[src/rtl/pipeline_hazard_ctrl.sv]
// Stall/flush sequencer for the 5-stage pipeline: load-use stalls, branch flushes,
// data-memory freezes and HALT drain. Optional counters under `HAZARD_PERF_EN.
module pipeline_hazard_ctrl #(
  parameter int REG_W        = 4,
  parameter int DRAIN_CYCLES = 3,
  parameter int PERF_W       = 16
) (
  input  logic              clk,
  input  logic              rst,
  input  logic [REG_W-1:0]  id_rs,
  input  logic [REG_W-1:0]  id_rt,
  input  logic              id_uses_rs,
  input  logic              id_uses_rt,
  input  logic              id_halt,
  input  logic [REG_W-1:0]  id_ex_rd,
  input  logic              id_ex_memread,
  input  logic              ex_branch_taken,
  input  logic              mem_req,
  input  logic              mem_ack,
  output logic              pc_we,
  output logic              if_id_we,
  output logic              id_ex_we,
  output logic              ex_mem_we,
  output logic              mem_wb_we,
  output logic              if_id_flush,
  output logic              id_ex_flush,
  output logic              mem_wb_bubble,
  output logic              halted,
  output logic [PERF_W-1:0] stall_cycles,
  output logic [PERF_W-1:0] flush_count,
  output logic [1:0]        state_dbg
);

  localparam int CNT_W = (DRAIN_CYCLES > 1) ? $clog2(DRAIN_CYCLES) : 1;

  typedef enum logic [1:0] {
    RUN    = 2'd0,
    DRAIN  = 2'd1,
    HALTED = 2'd2
  } state_t;

  state_t           state;
  logic [CNT_W-1:0] drain_cnt;
  logic             freeze;
  logic             load_use;
  logic             branch_flush;

  // Data-memory handshake: mem_req is held by MEM until the cycle mem_ack is
  // high; that ack cycle completes the access and counts as unfrozen.
  assign freeze = mem_req & ~mem_ack & (state != HALTED);

  assign load_use = id_ex_memread & (id_ex_rd != '0) &
                    ((id_uses_rs & (id_rs == id_ex_rd)) |
                     (id_uses_rt & (id_rt == id_ex_rd)));

  assign branch_flush = ~rst & (state == RUN) & ~freeze & ex_branch_taken;
  assign state_dbg    = state;

  always_comb begin
    pc_we         = 1'b1;
    if_id_we      = 1'b1;
    id_ex_we      = 1'b1;
    ex_mem_we     = 1'b1;
    mem_wb_we     = 1'b1;
    if_id_flush   = 1'b0;
    id_ex_flush   = 1'b0;
    mem_wb_bubble = 1'b0;
    halted        = 1'b0;
    if (!rst) begin
      if (state == HALTED) begin
        pc_we     = 1'b0;
        if_id_we  = 1'b0;
        id_ex_we  = 1'b0;
        ex_mem_we = 1'b0;
        mem_wb_we = 1'b0;
        halted    = 1'b1;
      end else if (freeze) begin
        // MEM/WB keeps writing so the bubble actually enters WB.
        pc_we         = 1'b0;
        if_id_we      = 1'b0;
        id_ex_we      = 1'b0;
        ex_mem_we     = 1'b0;
        mem_wb_bubble = 1'b1;
      end else if (state == DRAIN) begin
        pc_we       = 1'b0;
        if_id_we    = 1'b0;
        id_ex_flush = 1'b1;
      end else if (ex_branch_taken) begin
        if_id_flush = 1'b1;
        id_ex_flush = 1'b1;
      end else if (load_use) begin
        pc_we       = 1'b0;
        if_id_we    = 1'b0;
        id_ex_flush = 1'b1;
      end else if (id_halt) begin
        pc_we       = 1'b0;
        if_id_flush = 1'b1;
      end
    end
  end

  always_ff @(posedge clk) begin
    if (rst) begin
      state     <= RUN;
      drain_cnt <= '0;
    end else begin
      case (state)
        RUN: begin
          if (!freeze && !ex_branch_taken && !load_use && id_halt) begin
            state     <= DRAIN;
            drain_cnt <= CNT_W'(DRAIN_CYCLES - 1);
          end
        end
        DRAIN: begin
          if (!freeze) begin
            if (drain_cnt == '0) state <= HALTED;
            else drain_cnt <= drain_cnt - 1'b1;
          end
        end
        HALTED: state <= HALTED;
        default: state <= RUN;
      endcase
    end
  end

`ifdef HAZARD_PERF_EN
  always_ff @(posedge clk) begin
    if (rst) begin
      stall_cycles <= '0;
      flush_count  <= '0;
    end else begin
      if (!pc_we && state != HALTED && stall_cycles != '1)
        stall_cycles <= stall_cycles + 1'b1;
      if (branch_flush && flush_count != '1)
        flush_count <= flush_count + 1'b1;
    end
  end
`else
  assign stall_cycles = '0;
  assign flush_count  = '0;
`endif

endmodule

[config.mk]
export PLATFORM = sky130hd
export DESIGN_NAME = pipeline_hazard_ctrl
export DESIGN_NICKNAME = d
export VERILOG_FILES = /design/src/rtl/pipeline_hazard_ctrl.sv
export SDC_FILE = /design/constraint.sdc
export NUM_CORES = 1
export LEC_CHECK = 0
export ABC_AREA = 1
export BUFFER_PORTS_ARGS = -buffer_cell sky130_fd_sc_hd__buf_2
export CAP_MARGIN = 20
export CORE_MARGIN = 1
export CORE_UTILIZATION = 42
export DETAILED_ROUTE_END_ITERATION = 12
export PLACE_DENSITY_LB_ADDON = 0.3
export SLEW_MARGIN = 20
export SYNTH_ARGS = -nofsm -noshare
export SYNTH_HDL_FRONTEND = slang
export SYNTH_SLANG_ARGS = --single-unit
export TNS_END_PERCENT = 10
[constraint.sdc]
create_clock -name clk -period 2.9 [get_ports clk]
set_input_delay 0.145 -clock clk [delete_from_list [all_inputs] [get_ports clk]]
set_output_delay 0.145 -clock clk [all_outputs]
set_load 0.05 [all_outputs]
After elaboration in Yosys (flattened, before gate mapping)
Cells that the tools add are included.

Register bits: 4. Output and inout port bits: 43. Word-level logic and storage cells: 76.

Equality and inequality tests: 9. Reductions and logical operators: 12. Mux-type cells: 44. Bitwise operators: 8. Add/subtract/negate cells: 1.

Operators by type and width (number): 1-bit 2-to-1 mux (36); 2-bit 2-to-1 mux (6); 4-bit == test (2); 1-bit bitwise AND (6); 2-bit != test, second input constant (3); 2-bit case mux with 3 select lines (1); 2-bit zero test (2); 2-bit by 1-bit != test with 1-bit output, second input constant (2); 2-bit case mux with 2 select lines (1); 4-bit AND reduction (1); 4-bit nonzero test (1); 1-bit logical AND (3); 1-bit zero test (3); 3-bit AND reduction (1); 2-bit by 1-bit == test with 1-bit output, second input constant (1); 2-bit == test, second input constant (1); 2-bit nonzero test (1); 2-bit by 1-bit subtractor with 2-bit output, second input constant (1); 1-bit NOT (1); 1-bit OR (1).

Longest topological paths before layout
Gate-level depths: netlist (run 1).

Depth after elaboration: 10. Gate-level depth with buffers: 12. Depth with buffers taken out: 12.

Worst setup path after synthesis (run 1)
OpenSTA, ideal clock, no wires.

Kind: reg-to-output. Start point: reg state[0], in the netlist state_dbg[0]. End point: out pc_we. Setup slack: 0.250 ns. Data required time: 2.755 ns. Data arrival time: 2.505 ns. Stages on the path, launching flop included: 8. Path buffers: 0. Cell sequence: dfxtp_1 > inv_1 > ha_1 > inv_1 > o21ai_0 > nor2_1 > o21ai_0 > o21ai_0.

Word-level cells in the longest chain between the ends: 5. Elaborated cells on any way between the ends: 8. Those cells by class: 3 x eq/ne; 4 x mux; 1 x bitwise.

RTL lines: start: declaration (RTL line 42) `state_t state;`; start signal: assignment (RTL line 104) `state <= RUN;`; start signal: assignment (RTL line 110) `state <= DRAIN;`; start signal: assignment (RTL line 116) `if (drain_cnt == '0) state <= HALTED;`; 2-bit by 1-bit == test with 1-bit output or 2-bit != test (tied branches) (RTL line 84, 50); 1-bit 2-to-1 mux or 1-bit bitwise AND (tied branches) (RTL line 84, 50); 1-bit 2-to-1 mux (RTL line 77) `end else if (freeze) begin`; 1-bit 2-to-1 mux * (RTL line 70) `if (state == HALTED) begin`; 1-bit 2-to-1 mux * (RTL line 69) `if (!rst) begin`; end: declaration (RTL line 20) `output logic pc_we,`.

Every way passes the cells marked *; elsewhere a longest branch is shown, timed or not.

Final worst setup path (run 1)
Ends and elaborated chain as after synthesis.

==> metrics.csv, run 1 <==
stage;metric;value;unit
yosys;post-synthesis sequential area ratio;0.0983;
pwr;pwr/cell area;706;mW/mm^2
floorplan;die height;46.0;um
critical_path;CP Capture Type;output port;
cells_and_area;fraction of layout cells with a size suffix above 1;0.262;
critical_path;WS Path Type;reg -> out;
global_routing;grt ovf;0;
pwr;leakage power;0.572;nW
sta;Clock Skews;2.74;ps
clock_network;clock transition at the registers of the reported paths;40;ps
clock_network;Clock Sinks;4;
critical_path;Max FO, Critical Path;3;
global_routing;vias in the first global route;595;
run_status;status;finished clean;
global_routing;Global Route Usage Sum;0.152;
min_path;Hold Path Class;in -> reg;
clock_network;Num CTS Buffers;3;
placement;placed cell count;190;
floorplan;Core ar.;0.00176;mm^2
route;First DRT Iteration DRCs;8;
flow_run;Max-Cap Viols;0;
global_routing;initial antenna violation count;0;
placement;post-DP HPWL;1.33;mm
sta;period utilization;0.663;
cells_and_area;ANT cells;0;
critical_path;CP top delay family;buffers and inverters;
sta;final hold viol count;0;
yosys;Yosys reg bits;4;
sta;max-slew violation count;0;
global_routing;largest net degree at the start of global routing;9;
placement;I/O Buffers;31;
route;total wire length;1.53;mm
cells_and_area;final std cells w/o fill;193;
clock_network;CTS tree;yes;
sta;final setup vio count;0;
critical_path;crit-path max cell delay;340;ps
global_routing;global-route wire length before repair;2.33;mm
floorplan;Die Wd;46.0;um
clock_network;worst skew pair latency;230;ps
sta;minimum clock period;1920;ps
clock_network;Resized cells post-CTS;0;
route;DR vias/cell;3.97;
route;via count;767;
clock_network;CTS root buffer;clkbuf_4;
critical_path;CP Launch Type;register;
critical_path;Slowest-stage cell, CP;dfxtp_1;
pwr;VDD IR-drop max;282;uV
clock_network;Post-CTS Setup Repair Bufs;0;
yosys;Synth Instances;136;
floorplan;die area;0.00212;mm^2
clock_network;CTS Hold Bufs;0;
cells_and_area;Layout area overhead;9.52;%
critical_path;Worst Path Required;2760;ps
cells_and_area;# nets final;195;
route;post-detailed-route count of antenna-violating nets;0;
critical_path;WP data arrival;1780;ps
route;DRC viols;0;
yosys;Yosys Warn Count;0;
yosys;Synth cell types;21;
clock_network;CTS Buffer Depth;2;
critical_path;Top cell by count, worst path;o21ai_0;
floorplan;initial core utilization;0.462;
floorplan;site row count;15;
placement;gp weighted congestion;0.820;
route;1st-pass router iterations;4;
yosys;Synth Cell Area;815;um^2
yosys;syn_area_per_cell;5.99;um^2
sta;Setup TNS;0;ps
clock_network;H-tree depth;1;
sta;unrepaired setup endpoints after global routing;no;
critical_path;CP Cell Sequence;inv_1 -> ha_1 -> inv_1 -> o21ai_0 -> nor2_1 -> o21ai_0 -> o21ai_0 -> buf_2;
floorplan;Ports;64;
critical_path;Worst Path Buf+Inv;3;
sta;fmax;520;MHz
route;WL/cell;7.92;um
metrics by stage:
stage	instance area, um^2	hold WS, ps	worst slack [ps]	util	power, mW
3_3_place_gp	870	467	1260	0.493	0.550
3_5_place_dp	870	480	1220	0.493	0.559
6_report	892	314	978	0.506	0.630
4_1_cts	892	307	966	0.506	0.634
2_1_floorplan	931	368	250	-	0.514
5_1_grt	892	340	770	0.506	0.683
logic make-up (layout without fill, tap and decap cells):
family / after synthesis / count (layout) / synth area share
XOR/XNOR: 2 / 2 / 0.0215
buffers and inverters: 58 / 59 / 0.419
AO/OA/AOI/OAI: 12 / 12 / 0.0906
flip-flops: 4 / 4 / 0.0983
other: 1 / 32 / 0.00460
adder cells (fa/ha/maj): 4 / 4 / 0.0614
AND/OR/NAND/NOR: 55 / 55 / 0.304
power breakdown:
part | total (mW) | internal, mW | switching [mW]
registers | 0.0854 | 0.0737 | 0.0116
logic | 0.474 | 0.116 | 0.358
clock network | 0.0708 | 0.0464 | 0.0244
routing by layer:
layer	track usage	up-vias	routed length (um)
met2	0.273	34	739
met1	0.171	321	668
met5	0	-	0
met4	0.0706	0	21
li1	-	410	-
met3	0.0238	2	98
synthesized netlist by cell type:
cell | instances | area [um^2]
ha_1 | 4 | 50.1
nand2_4 | 2 | 22.5
inv_2 | 3 | 11.3
nand2_2 | 1 | 6.26
nor2_1 | 13 | 48.8
o21ai_0 | 3 | 15.0
inv_1 | 22 | 82.6
nand2_1 | 28 | 105
or2_4 | 1 | 8.76
xnor2_1 | 2 | 17.5
o21ai_4 | 1 | 16.3
conb_1 | 1 | 3.75
buf_4 | 33 | 248
nand3_1 | 4 | 20.0
o21ai_1 | 1 | 5.00
nor3_1 | 4 | 20.0
a21oi_1 | 6 | 30.0
dfxtp_1 | 4 | 80.1
nand3_2 | 1 | 10.0
o211ai_1 | 1 | 7.51
nor2_2 | 1 | 6.26
worst paths after layout:
path         depth (start not counted)  slack, ps          from            to
min reg2reg                          2        480  drain_cnt[1]  drain_cnt[1]
max reg2reg                          8       1320  state_dbg[1]  drain_cnt[0]
min                                  4        310           rst  state_dbg[1]
max                                  8        980  state_dbg[0]         pc_we
layout make-up:
class                   count  area [um^2]
fillers                   187          872
multi-input cells         105          509
repair buffers             31          155
inverters                  25         93.8
flip-flops and latches      4         80.1
well taps                  25         31.3
clock buffers               3         22.5
flip-flops by register name (all words and copies together) (netlist names):
| register | flops |
|---|---|
| drain_cnt | 2 |
| state_dbg | 2 |
worst register-to-register path: stages, from the launching register on:
cell and delay (ps):
dfxtp_1 320, inv_1 90, ha_1 290, inv_2 100
or2_4 260, o21ai_1 170, nand3_1 110, nand2_1 70
nor2_1 50
layout by cell type (no fill, tap or decap), drive strengths merged:
cell type	n
nor3	4
nor2	14
nand3	5
or2	1
o211ai	1
clkbuf	3
conb	32
inv	25
buf	31
xnor2	2
dfxtp	4
nand2	31
ha	4
o21ai	5
a21oi	6
No activity file was read; power rests on OpenSTA's default activity.
==> run 2: changes to the inputs <==
--- a/config.mk
+++ b/config.mk
@@ -9,7 +9,7 @@
 export BUFFER_PORTS_ARGS = -buffer_cell sky130_fd_sc_hd__buf_2
 export CAP_MARGIN = 20
 export CORE_MARGIN = 1
-export CORE_UTILIZATION = 42
+export CORE_UTILIZATION = 39
 export DETAILED_ROUTE_END_ITERATION = 12
 export PLACE_DENSITY_LB_ADDON = 0.3
 export SLEW_MARGIN = 20
==> constraint.sdc (replaced) <==
create_clock -name clk -period 1.91 [get_ports clk]
set_input_delay 0.0955 -clock clk [delete_from_list [all_inputs] [get_ports clk]]
set_output_delay 0.0955 -clock clk [all_outputs]
set_load 0.05 [all_outputs]
==> run 2 against run 1 <==
- routed wire length decreased by 12%
- sequential cell count did not move
- core utilization down 3.9 points
- total power grew 52%
- die area rose by 7.3%
- global-route usage fell by 2.6 points
- setup slack got worse by 810 ps
- combinational power is 54% higher
==> metrics.csv, run 2 (synthesis results as in run 1) <==
stage;metric;value;unit;change
critical_path;reg2reg path depth;8;;unchanged
global_routing;largest net degree at the start of global routing;9;;unchanged
floorplan;Core ar.;0.00196;mm^2;+11%
pwr;switching share of power;0.616;;-0.00913
pwr;Gate power share;0.761;;+0.009
floorplan;Die Wd;47.7;um;+3.6%
global_routing;initial antenna violation count;0;;unchanged
pwr;clock network power share;0.104;;-0.008
cells_and_area;filler cell count;218;;+17%
floorplan;initial core utilization;0.415;;-0.0465
flow_run;Max-Cap Viols;0;;unchanged
global_routing;Global Route Usage Sum;0.125;;-0.0264
placement;I/O Buffers;31;;unchanged
pwr;internal power;0.368;mW;+56%
global_routing;vias in the first global route;575;;-3.4%
cells_and_area;ANT cells;0;;unchanged
critical_path;WP data arrival;1650;ps;-130 ps
cells_and_area;most frequent cells in the layout;conb_1 (32), buf_2 (29), nand2_1 (28);;
route;WL/cell;6.89;um;-13%
clock_network;clock transition at the registers of the reported paths;40;ps;about the same
sta;hold slack;309;ps;-4.67 ps
sta;final setup vio count;0;;unchanged
sta;Clock Skews;2.16;ps;-0.582 ps
sta;post-route setup slack;163;ps;-814 ps
pwr;total power;0.959;mW;+52%
floorplan;die area;0.00228;mm^2;+7.3%
clock_network;CTS Hold Bufs;0;;unchanged
floorplan;site row count;16;;+1
placement;post-DP HPWL;1.20;mm;-9.5%
critical_path;Max FO, Critical Path;3;;unchanged
floorplan;Ports;64;;unchanged
cells_and_area;# nets final;195;;unchanged
clock_network;Post-CTS Setup Repair Bufs;0;;unchanged
route;DRC viols;0;;unchanged
clock_network;Resized cells post-CTS;0;;unchanged
critical_path;CP Capture Type;output port;;
floorplan;die height;47.7;um;+3.6%
critical_path;Worst Path Required;1810;ps;-950 ps
cells_and_area;commonest non-fill, non-tap cell in the layout;conb_1;;
pwr;pwr/cell area;1050;mW/mm^2;+49%
clock_network;CTS root buffer;clkbuf_4;;
route;1st-pass router iterations;2;;-2
route;post-detailed-route count of antenna-violating nets;0;;unchanged
placement;pre-CTS WS;267;ps;-957 ps
sta;max-slew violation count;0;;unchanged
clock_network;CTS Buffer Depth;2;;unchanged
clock_network;H-tree depth;1;;unchanged
placement;gp weighted congestion;0.768;;-6.3%
clock_network;Clock Sinks;4;;unchanged
critical_path;CP Launch Type;register;;
clock_network;CTS tree;yes;;
critical_path;WS Path Type;reg -> out;;
sta;fmax;573;MHz;
route;total wire length;1.34;mm;-12%
route;via count;764;;-0.39%
route;DR vias/cell;3.92;;-1.4%
cells_and_area;fraction of layout cells with a size suffix above 1;0.280;;+0.0179
pwr;VDD IR-drop max;674;uV;+140%
sta;minimum clock period;1750;ps;
min_path;Hold Path Class;in -> reg;;
sta;unrepaired setup endpoints after global routing;no;;
clock_network;worst skew pair latency;230;ps;about the same
pwr;leakage power;0.578;nW;+1.0%
sta;Setup TNS;0;ps;unchanged
global_routing;global-route wire length before repair;2.08;mm;-11%
global_routing;grt ovf;0;;unchanged
sta;final hold viol count;0;;unchanged
run_status;status;finished clean;;
min_path;worst hold stages;4;;unchanged
sta;period utilization;0.914;;
route;First DRT Iteration DRCs;8;;unchanged
pwr;register share of total power;0.135;;about the same
clock_network;Num CTS Buffers;3;;unchanged
pwr;Psw;0.591;mW;+50%
cells_and_area;Layout area overhead;12.3;%;
-- run 2: cell types whose count changed in the layout (fill, tap and decap cells not counted) --
cell | before | now
nor3_2 | 0 | 1
o21ai_0 | 3 | 1
nor2_2 | 1 | 2
nor3_1 | 4 | 3
nor2_1 | 13 | 12
o21ai_1 | 1 | 2
o21ai_2 | 0 | 1
clkbuf_4 | 3 | 4
buf_6 | 0 | 1
buf_2 | 31 | 29
-- run 2: final timing paths --
check | start | end | slack (ps)
worst min register to register | drain_cnt[0] | drain_cnt[0] | 480
worst max register to register | state_dbg[1] | drain_cnt[0] | 310
worst max-delay path | state_dbg[0] | pc_we | 160
worst min-delay path | rst | state_dbg[1] | 310
-- run 2: worst max-delay path, cell delays in order, from the launching register on --
cell	delay, ps
dfxtp_1	340
inv_1	80
ha_1	210
inv_1	80
o21ai_1	110
nor2_1	140
o21ai_0	140
o21ai_2	150
buf_6	170
-- run 2: area by class of cell --
class,count,area [um^2],share of cell area
clock buffers,3,22.5,0.0246
inverters,25,93.8,0.103
multi-input cells,105,520,0.569
flip-flops and latches,4,80.1,0.0876
well taps,27,33.8,0.0369
repair buffers,31,164,0.179
-- run 2: metal layers --
metal / global-route usage / vias up / wire length [um] / share of wire
met5: 0 / - / 0 / 0
met4: 0.0444 / 0 / 0 / 0
met3: 0.0264 / 0 / 77 / 0.057
met2: 0.224 / 30 / 666 / 0.50
met1: 0.146 / 328 / 599 / 0.45
li1: - / 406 / - / -
-- run 2: per-stage QoR --
stage	cells	cell area (um^2)	utilization
finish	195	915	0.466
floorplan	167	942	-
CTS	195	906	0.462
global route	195	915	0.466
global placement	192	883	0.450
detailed placement	192	883	0.450
-- run 2: power groups by stage --
stage               combinational (mW)  clock, mW  sequential (mW)
floorplan                        0.612          0            0.176
global placement                 0.713          0            0.130
detailed placement               0.722          0            0.131
CTS                              0.724      0.106            0.129
global route                     0.805      0.110            0.135
finish                           0.730     0.0996            0.130
